<file path="src/rtl/class_vote_decider_pkg.sv">
// -----------------------------------------------------------------------------
// class_vote_decider_pkg
//   Shared definitions for the class vote decider:
//     - class index width
//     - Q2.14 probability constants (unity and default confidence threshold)
//     - controller state encoding
//     - one-hot LED mapping helper
// -----------------------------------------------------------------------------
package class_vote_decider_pkg;

  // Class index width for the 4-class classifier.
  localparam int unsigned CLASS_W = 2;

  // Q2.14 unsigned: 1.0 == 16'h4000.
  localparam logic [15:0] Q_ONE               = 16'h4000;
  // 0.5 in Q2.14 -- a frame must reach this to enter the history.
  localparam logic [15:0] CONF_THRESH_DEFAULT = Q_ONE >> 1;

  typedef enum logic [1:0] {
    ST_IDLE  = 2'd0,
    ST_SCAN  = 2'd1,
    ST_CHECK = 2'd2,
    ST_VOTE  = 2'd3
  } state_t;

  // Board LEDs: [3:0] one-hot class, [6:4] unused, [7] low-confidence flag.
  function automatic logic [7:0] led_map(input logic [CLASS_W-1:0] cls,
                                         input logic               low);
    logic [7:0] led;
    led      = '0;
    led[cls] = 1'b1;
    led[7]   = low;
    return led;
  endfunction

endpackage

</file>
<file path="src/rtl/class_vote_decider_hist_vote_counter.sv">
// -----------------------------------------------------------------------------
// hist_vote_counter
//   Circular history of confident class decisions plus a combinational
//   majority vote over the valid entries.
//
//   Ports:
//     clk, rst_n      clock, asynchronous active-low reset
//     clear           synchronous flush (count and pointer to 0)
//     push            write push_class at the write pointer
//     push_class      class index to record
//     fallback_class  winner reported while the history is empty
//     count           number of valid entries (0..HIST_DEPTH)
//     winner          most frequent class; ties go to the lower index
// -----------------------------------------------------------------------------
module hist_vote_counter
  import class_vote_decider_pkg::*;
#(
  parameter int unsigned NUM_CLASSES = 4,
  parameter int unsigned HIST_DEPTH  = 8,
  parameter int unsigned HIST_PTR_W  = 3
) (
  input  logic                  clk,
  input  logic                  rst_n,
  input  logic                  clear,
  input  logic                  push,
  input  logic [CLASS_W-1:0]    push_class,
  input  logic [CLASS_W-1:0]    fallback_class,
  output logic [HIST_PTR_W:0]   count,
  output logic [CLASS_W-1:0]    winner
);

  localparam logic [HIST_PTR_W:0] FULL = (HIST_PTR_W+1)'(HIST_DEPTH);

  logic [CLASS_W-1:0]    entries [HIST_DEPTH];
  logic [HIST_PTR_W-1:0] wr_ptr;
  logic [HIST_PTR_W:0]   class_count [NUM_CLASSES];
  logic [CLASS_W-1:0]    best_idx;
  logic [HIST_PTR_W:0]   best_cnt;

  // A clear coinciding with a push restarts the history with that single
  // entry: it lands in slot 0 and the pointer moves on to slot 1.
  always_ff @(posedge clk or negedge rst_n) begin
    if (!rst_n) begin
      wr_ptr <= '0;
      count  <= '0;
      for (int unsigned i = 0; i < HIST_DEPTH; i++) begin
        entries[i] <= '0;
      end
    end else begin
      if (push) begin
        entries[clear ? '0 : wr_ptr] <= push_class;
      end
      if (clear) begin
        wr_ptr <= push ? HIST_PTR_W'(1) : '0;
        count  <= push ? (HIST_PTR_W+1)'(1) : '0;
      end else if (push) begin
        wr_ptr <= wr_ptr + HIST_PTR_W'(1);
        if (count != FULL) begin
          count <= count + (HIST_PTR_W+1)'(1);
        end
      end
    end
  end

  // Until the buffer fills, valid entries are exactly slots 0..count-1;
  // once full every slot is valid, so "index < count" covers both cases.
  always_comb begin
    for (int unsigned k = 0; k < NUM_CLASSES; k++) begin
      class_count[k] = '0;
    end
    for (int unsigned i = 0; i < HIST_DEPTH; i++) begin
      if ((HIST_PTR_W+1)'(i) < count) begin
        class_count[entries[i]] = class_count[entries[i]] + (HIST_PTR_W+1)'(1);
      end
    end
  end

  always_comb begin
    best_idx = '0;
    best_cnt = class_count[0];
    for (int unsigned k = 1; k < NUM_CLASSES; k++) begin
      if (class_count[k] > best_cnt) begin
        best_idx = CLASS_W'(k);
        best_cnt = class_count[k];
      end
    end
    winner = (count == '0) ? fallback_class : best_idx;
  end

endmodule

</file>
<file path="src/rtl/class_vote_decider.sv">
// -----------------------------------------------------------------------------
// class_vote_decider
//   Per-frame argmax over a 4-class Q2.14 probability vector, confidence
//   gating, and majority vote over a short history of confident frames.
//
//   Ports:
//     clk, rst_n     clock, asynchronous active-low reset
//     in             flattened probabilities, class k in [16k+15:16k]
//     in_valid       frame present (accepted only while in_ready)
//     in_ready       high only while idle
//     hist_clear     synchronous history flush, honoured in any state
//     class_out      voted class
//     confidence     winning probability of the current frame
//     low_conf       current frame fell below CONF_THRESH
//     result_valid   one-cycle strobe when the outputs update
//     hist_count     valid history entries at the last result
//     led_control    [3:0] one-hot class_out, [7] low_conf, [6:4] zero
// -----------------------------------------------------------------------------
module class_vote_decider
  import class_vote_decider_pkg::*;
#(
  parameter int unsigned           DATA_WIDTH  = 16,
  parameter int unsigned           NUM_CLASSES = 4,
  parameter int unsigned           HIST_DEPTH  = 8,
  parameter int unsigned           HIST_PTR_W  = 3,
  parameter logic [DATA_WIDTH-1:0] CONF_THRESH = CONF_THRESH_DEFAULT
) (
  input  logic                              clk,
  input  logic                              rst_n,
  input  logic [DATA_WIDTH*NUM_CLASSES-1:0] in,
  input  logic                              in_valid,
  output logic                              in_ready,
  input  logic                              hist_clear,
  output logic [CLASS_W-1:0]                class_out,
  output logic [DATA_WIDTH-1:0]             confidence,
  output logic                              low_conf,
  output logic                              result_valid,
  output logic [HIST_PTR_W:0]               hist_count,
  output logic [7:0]                        led_control
);

  localparam logic [CLASS_W-1:0] LAST_IDX = CLASS_W'(NUM_CLASSES - 1);

  state_t                state, state_nxt;
  logic [DATA_WIDTH-1:0] frame_q [NUM_CLASSES];
  logic [DATA_WIDTH-1:0] max_val;
  logic [CLASS_W-1:0]    max_idx;
  logic [CLASS_W-1:0]    scan_idx;
  logic                  frame_low;
  logic                  hist_push;
  logic [HIST_PTR_W:0]   live_count;
  logic [CLASS_W-1:0]    vote_winner;

  // ---------------------------------------------------------------------------
  // Controller
  // ---------------------------------------------------------------------------
  always_ff @(posedge clk or negedge rst_n) begin
    if (!rst_n) begin
      state <= ST_IDLE;
    end else begin
      state <= state_nxt;
    end
  end

  always_comb begin
    state_nxt = state;
    hist_push = 1'b0;
    unique case (state)
      ST_IDLE:  if (in_valid) state_nxt = ST_SCAN;
      ST_SCAN:  if (scan_idx == LAST_IDX) state_nxt = ST_CHECK;
      ST_CHECK: begin
        hist_push = (max_val >= CONF_THRESH);
        state_nxt = ST_VOTE;
      end
      ST_VOTE:  state_nxt = ST_IDLE;
      default:  state_nxt = ST_IDLE;
    endcase
  end

  assign in_ready = (state == ST_IDLE);

  // ---------------------------------------------------------------------------
  // Datapath and registered outputs
  // ---------------------------------------------------------------------------
  always_ff @(posedge clk or negedge rst_n) begin
    if (!rst_n) begin
      for (int unsigned k = 0; k < NUM_CLASSES; k++) begin
        frame_q[k] <= '0;
      end
      max_val      <= '0;
      max_idx      <= '0;
      scan_idx     <= '0;
      frame_low    <= 1'b0;
      class_out    <= '0;
      confidence   <= '0;
      low_conf     <= 1'b0;
      result_valid <= 1'b0;
      hist_count   <= '0;
      led_control  <= '0;
    end else begin
      result_valid <= 1'b0;
      unique case (state)
        ST_IDLE: begin
          if (in_valid) begin
            for (int unsigned k = 0; k < NUM_CLASSES; k++) begin
              frame_q[k] <= in[k*DATA_WIDTH +: DATA_WIDTH];
            end
            max_val  <= in[DATA_WIDTH-1:0];
            max_idx  <= '0;
            scan_idx <= CLASS_W'(1);
          end
        end
        ST_SCAN: begin
          // Strictly greater keeps the lower index on ties.
          if (frame_q[scan_idx] > max_val) begin
            max_val <= frame_q[scan_idx];
            max_idx <= scan_idx;
          end
          scan_idx <= scan_idx + CLASS_W'(1);
        end
        ST_CHECK: begin
          frame_low <= ~hist_push;
        end
        ST_VOTE: begin
          class_out    <= vote_winner;
          confidence   <= max_val;
          low_conf     <= frame_low;
          led_control  <= led_map(vote_winner, frame_low);
          hist_count   <= live_count;
          result_valid <= 1'b1;
        end
        default: ;
      endcase
    end
  end

  // ---------------------------------------------------------------------------
  // History and vote
  // ---------------------------------------------------------------------------
  hist_vote_counter #(
    .NUM_CLASSES (NUM_CLASSES),
    .HIST_DEPTH  (HIST_DEPTH),
    .HIST_PTR_W  (HIST_PTR_W)
  ) u_hist (
    .clk            (clk),
    .rst_n          (rst_n),
    .clear          (hist_clear),
    .push           (hist_push),
    .push_class     (max_idx),
    .fallback_class (max_idx),
    .count          (live_count),
    .winner         (vote_winner)
  );

endmodule

</file>
<file path="config.mk">
export PLATFORM = sky130hd
export DESIGN_NAME = class_vote_decider
export DESIGN_NICKNAME = d
export VERILOG_FILES = /design/src/rtl/class_vote_decider_pkg.sv /design/src/rtl/class_vote_decider_hist_vote_counter.sv /design/src/rtl/class_vote_decider.sv
export SDC_FILE = /design/constraint.sdc
export NUM_CORES = 1
export LEC_CHECK = 0
export CAP_MARGIN = 20
export CORE_ASPECT_RATIO = 0.7
export CORE_MARGIN = 3
export CORE_UTILIZATION = 53
export DETAILED_ROUTE_END_ITERATION = 10
export GPL_ROUTABILITY_DRIVEN = 0
export PLACE_DENSITY_LB_ADDON = 0.2
export SLEW_MARGIN = 40
export SYNTH_ARGS = -nofsm -noshare
export SYNTH_HDL_FRONTEND = slang
export SYNTH_SLANG_ARGS = --single-unit
</file>
<file path="constraint.sdc">
create_clock -name clk -period 11.8 [get_ports clk]
set_input_delay 2.36 -clock clk [delete_from_list [all_inputs] [get_ports clk]]
set_output_delay 2.36 -clock clk [all_outputs]
set_load 0.01 [all_outputs]
</file>
Yosys cells after proc, flatten, opt, wreduce, memory -nomap -nowiden. Index checks and enable logic that the tools add are counted.

Bits in registers: 139. Output and inout bits: 33.

$add $sub $neg: 11. Order comparisons: 34. Equality and inequality tests: 8. Muxes and demuxes: 89. Bitwise gates (word level): 12. Reduce and logical (&&, ||, !) cells: 20.

Operators by type and width (number): $mux 16 (12); $bwmux 16 (8); $mux 4 (29); $bmux 4 s2 (8); $demux 4 s2 (8); $add 4x1->4 const B (9); $bmux 16 s2 (1); $pmux 16 s2 (1); $ge 3x3->1 const B (9); $not 2->3 (9); $lt 3x1->1 const B (8); $and 16x16->16 (1); $ge 16x14->1 const B (1); $gt 16x16->1 (1); $lt 3x4->1 const A (4); $mux 2 (8); $gt 4x4->1 (3); $logic_and 1x1->1 (10); $mux 3 (3); $lt 1x4->1 const A (2); $lt 2x4->1 const A (2); $pmux 2 s2 (2); $pmux 2 s4 (1); $reduce_and 2->1 (4); 19 further kinds (30).

Logic depth before layout (Yosys ltp).
Word-level depth: 60. Gate-level depth with buffers: 62.

By module. From an unflattened synthesis, not the netlist that was laid out.

Cells, all modules: 1095. Area, all modules: 10760.3 µm².

Modules (own cells, without submodules): hist_vote_counter (instances 1, cells each 727, area each 5406.4 µm², seq. area each 575.6 µm²); class_vote_decider (instances 1, cells each 368, area each 5353.9 µm², seq. area each 2877.8 µm²).

Worst setup path before layout. OpenSTA, ideal clock, no wires.

Path kind: register to register. From: reg u_hist.count[1]. To: reg class_out[0]. Arrival time: 10.760 ns. Setup slack: 0.915 ns. Cell stages (with the launch flop): 53. Buffers on the path: 4. Cells stage by stage: dfrtp_1 buf_2 inv_1 ha_1 or3b_1 buf_2 nand3b_1 a21oi_1 o31a_2 nor3_1 a22oi_1 xnor2_1 mux2i_1 mux4_2 ha_1 a2bb2oi_1 nor3_1 a2111oi_2 [... 17 more ...] mux2_2 ha_1 nor2b_1 o21ai_0 nand2b_1 a21oi_1 a41o_1 clkbuf_1 o21ai_0 ha_1 nor2b_1 o21ai_0 nand2b_1 a21oi_1 a41o_1 a21oi_1 a21o_1 mux2_2.

Longest elaborated chain between the ends: 51.

Ends and longest elaborated chain: start: declaration (line class_vote_decider_hist_vote_counter.sv:28) `output logic [HIST_PTR_W:0] count,`; start signal: assignment (line class_vote_decider_hist_vote_counter.sv:55) `count <= push ? (HIST_PTR_W+1)'(1) : '0;`; start signal: assignment (line class_vote_decider_hist_vote_counter.sv:59) `count <= count + (HIST_PTR_W+1)'(1);`; $lt 1x4->1 (line class_vote_decider_hist_vote_counter.sv:72) `if ((HIST_PTR_W+1)'(i) < count) begin`; $mux 16 (line class_vote_decider_hist_vote_counter.sv:72); $bmux 4 s2 (line class_vote_decider_hist_vote_counter.sv:73) `class_count[entries[i]] = class_count[entries[i]] + (HIST_PTR_W+1)'(1);`; $mux 4 (implied by the code) (2 in series) (line class_vote_decider_hist_vote_counter.sv:73); $add 4x1->4 (line class_vote_decider_hist_vote_counter.sv:73); $bwmux 16 (line class_vote_decider_hist_vote_counter.sv:73); $mux 16 (line class_vote_decider_hist_vote_counter.sv:72); $bmux 4 s2 (line class_vote_decider_hist_vote_counter.sv:73); [... 34 more ...]; $mux 16 (line class_vote_decider_hist_vote_counter.sv:72); $gt 4x4->1 (line class_vote_decider_hist_vote_counter.sv:82) `if (class_count[k] > best_cnt) begin`; $mux 4 (line class_vote_decider_hist_vote_counter.sv:82); $gt 4x4->1 (line class_vote_decider_hist_vote_counter.sv:82); $mux 4 (line class_vote_decider_hist_vote_counter.sv:82); $gt 4x4->1 (line class_vote_decider_hist_vote_counter.sv:82); $mux 2 (line class_vote_decider_hist_vote_counter.sv:82); $mux 2 (*) (line class_vote_decider_hist_vote_counter.sv:87) `winner = (count == '0) ? fallback_class : best_idx;`; end signal: assignment (line class_vote_decider.sv:125) `class_out <= vote_winner;`; end: declaration (line class_vote_decider.sv:34) `output logic [CLASS_W-1:0] class_out,`.

Mark *: on every way between the ends. The rest lies on a longest branch, timed or not. The select of a mux whose other input is x is not followed. A chain may end at the register's enable or synchronous reset.

Worst setup path after layout.
From: reg u_hist.count[0]. To: reg class_out[0].

Same word-level chain as after synthesis.

==> metrics <==
outcome=finished clean; Setup violations, final=0; Hold Crit Class=register to register; placed cell areas=11500 um^2; n_diodes=0; die height=123 um; CP Capture Type=register; part of the cycle the worst path needs=95.4%; First-pass DRT Iterations=9; IR drop worst, VDD=around 0.16 mV; DRT iter0 DRCs=1321; leading area contributor after synthesis=dfrtp_1; GR Util All Layers=a little over a quarter; Fill cells=between 1000 and 1500; GRT overflow=0; share of the synthesized area in the top cell type=33.5%; Async SR Flop Fraction=100%; Residual DRC=0; depth of the CTS H-tree=4; area of the core=19000 um^2; initial antenna violation count=0; first-pass GRT wire length=approximately 45000 um; layout cell share with drive strength beyond 1=a little under a quarter; CTS buffer count=17; Synth Instances=~1000; EDFF count, synth=0; initial core utilization=a little over half; Crit path buffers/inverters=3; final instance area=between 10000 and 15000 um^2; PwrDens=~250 nW/um^2; largest net degree at the start of global routing=77; Total Wirelength=30000 um; Avg WL per Cell=approximately 21 um; slew margin rel.=a little over two fifths; top cells by count, synth=dfrtp_1 (138), mux2_2 (103), nand2_1 (90), nor2_1 (77), mux2i_1 (54); Crit path largest cell delay=approximately 0.54 ns; vias post-DR=~9000; Final Skew=~0.0098 ns; Max-cap violations=0; CTS Hold Buffers Added=0; Setup CP Type=register to register; CTS tree=done; Crit path top cell by count=ha_1; flops & latches, synth=between 100 and 150; CTS Sinks=around 140; highest net fanout along the worst path=8; vias in the first global route=8289; vias per cell=6.36; Top delay family on crit path=compound AO/OA/AOI/OAI gates; CTS root buffer=clkbuf_16; Hold Vio Cnt, Final=0; fmax=slightly below 0.09 GHz; Pwr Total=3180 uW; Post-synth top flop=dfrtp_1; chip width=173 um; later-pin clock latency in the skew report=between 0.4 and 0.5 ns; FF-to-FF setup slack=0.54 ns; I/O pin cnt=roughly 100; crit path launch type=register; Layout area overhead=21.5%; placed wire-length estimate=about 22000 um; Final #Nets=1254; # rows=between 40 and 50; minimum clock period=roughly 11 ns; count leader, synth=dfrtp_1; average size of a mapped cell=a little under 10 um^2; slowest library cell on the worst path=mux4_2; Final ANT Viol Nets=0; Post-Syn Area=between 10000 and 15000 um^2; IO Port Bufs=slightly below 100; sequential-to-total area share from yosys stat=33.5%; WP data required=12.09 ns; register area=around 3500 um^2; die area=between 20000 and 25000 um^2; multi-input logic area=~6600 um^2; clk buf depth=2; Worst-path clk slew=approximately 0.06 ns; crit path DAT=~12 ns; Area contributors post-synth=dfrtp_1 (33%), mux2_2 (11%), mux2i_1 (5.2%); Synth Warn #=0; P_leak=approximately 0.0052 uW; Worst-Margin Slew=a little under 0.9 ns; Pins Over Slew Limit=0; synth unique cells=between 80 and 90
-- area by class of cell --
| class | count | area share (%) |
|---|---|---|
| clock buffer | 19 | 3.54 |
| multi-input combinational | 809 | 52.9 |
| clock inverter | 11 | 1.95 |
| inverter | 39 | 1.17 |
| sequential | 138 | 27.6 |
| timing repair buffer | 138 | 10.2 |
| tap | 264 | 2.64 |
-- flip-flops by register name (all words and copies together) (netlist names) --
register / flops
max_idx: 2
frame_q: 64
max_val: 16
u_hist.count: 4
state: 2
scan_idx: 2
hist_count: 4
frame_low: 1
led_control: 4
u_hist.wr_ptr: 3
u_hist.entries: 16
confidence: 16
class_out: 2
low_conf: 1
result_valid: 1
-- per-layer routing --
metal | share of wire [%] | routed length, um | vias to the layer above | track usage, %
met4 | 2.5 | 739 | 2 | 5.67
met3 | 12 | 3540 | 100 | 9.15
li1 | - | - | 4051 | -
met5 | 0.17 | 52 | - | 1.85
met1 | 45 | 13500 | 4312 | 40.1
met2 | 41 | 12300 | 550 | 37.3
-- final timing paths --
kind                            depth (start not counted)             end       startpoint
worst max register to register                         48    class_out[0]  u_hist.count[0]
min in group asynchronous                               1     frame_q[18]            rst_n
worst min-delay path                                    1  led_control[1]   led_control[1]
worst max-delay path                                   48    class_out[0]  u_hist.count[0]
max in group asynchronous                               2  confidence[12]            rst_n
worst min register to register                          1  led_control[1]   led_control[1]
-- kinds of logic after synthesis --
logic type / Yosys count / share of synthesized area (%)
other cells: 1 / 0.0364
fa+ha+maj: 43 / 5.22
simple gates: 323 / 16.0
xor+xnor: 60 / 5.89
compound gates: 201 / 13.9
buf+inv: 104 / 4.31
mux: 179 / 21.1
flops: 138 / 33.5
-- stage by stage --
step / worst slack (ns) / hold slack, ns / instances / TNS, ns / util [%]
floorplan: 0.915 / 0.455 / 1051 / 0 / -
global placement: 0.378 / 0.473 / 1374 / 0 / 60.8
detailed placement: 0.0274 / 0.480 / 1374 / 0 / 60.8
CTS: 0.0417 / 0.494 / 1404 / 0 / 64.5
global route: -0.0885 / 0.510 / 1418 / -0.178 / 66.0
finish: 0.544 / 0.492 / 1418 / 0 / 66.0
-- layout by cell type (no fill, tap or decap), drive strengths merged, types with 16 or more instances in the layout --
| cell type | count |
|---|---|
| nand3 | 27 |
| inv | 39 |
| nor2 | 80 |
| xnor2 | 33 |
| mux2i | 55 |
| nor3 | 33 |
| ha | 43 |
| mux4 | 20 |
| o21ai | 48 |
| a21oi | 33 |
| clkdlybuf4s50 | 96 |
| buf | 41 |
| xor2 | 23 |
| mux2 | 104 |
| dfrtp | 138 |
| clkbuf | 20 |
| a211oi | 16 |
| nand2 | 90 |
| nor2b | 16 |
-- report_power, final --
part / internal, uW / total (uW) / switching [uW] / leakage [uW]
sequential: 689 / 851 / 162 / 0.00167
combinational: 857 / 1710 / 856 / 0.00323
clock: 422 / 622 / 199 / 0.000329
-- what timing repair did --
action                                 4_1_cts  5_1_grt
gates resized for setup                      2       41
setup buffers                                0       14
endpoints found under the hold margin        0        0
setup endpoints to repair                    2        6
pin swaps                                    0        5
Note: power is estimated with default switching activity, not from simulation.
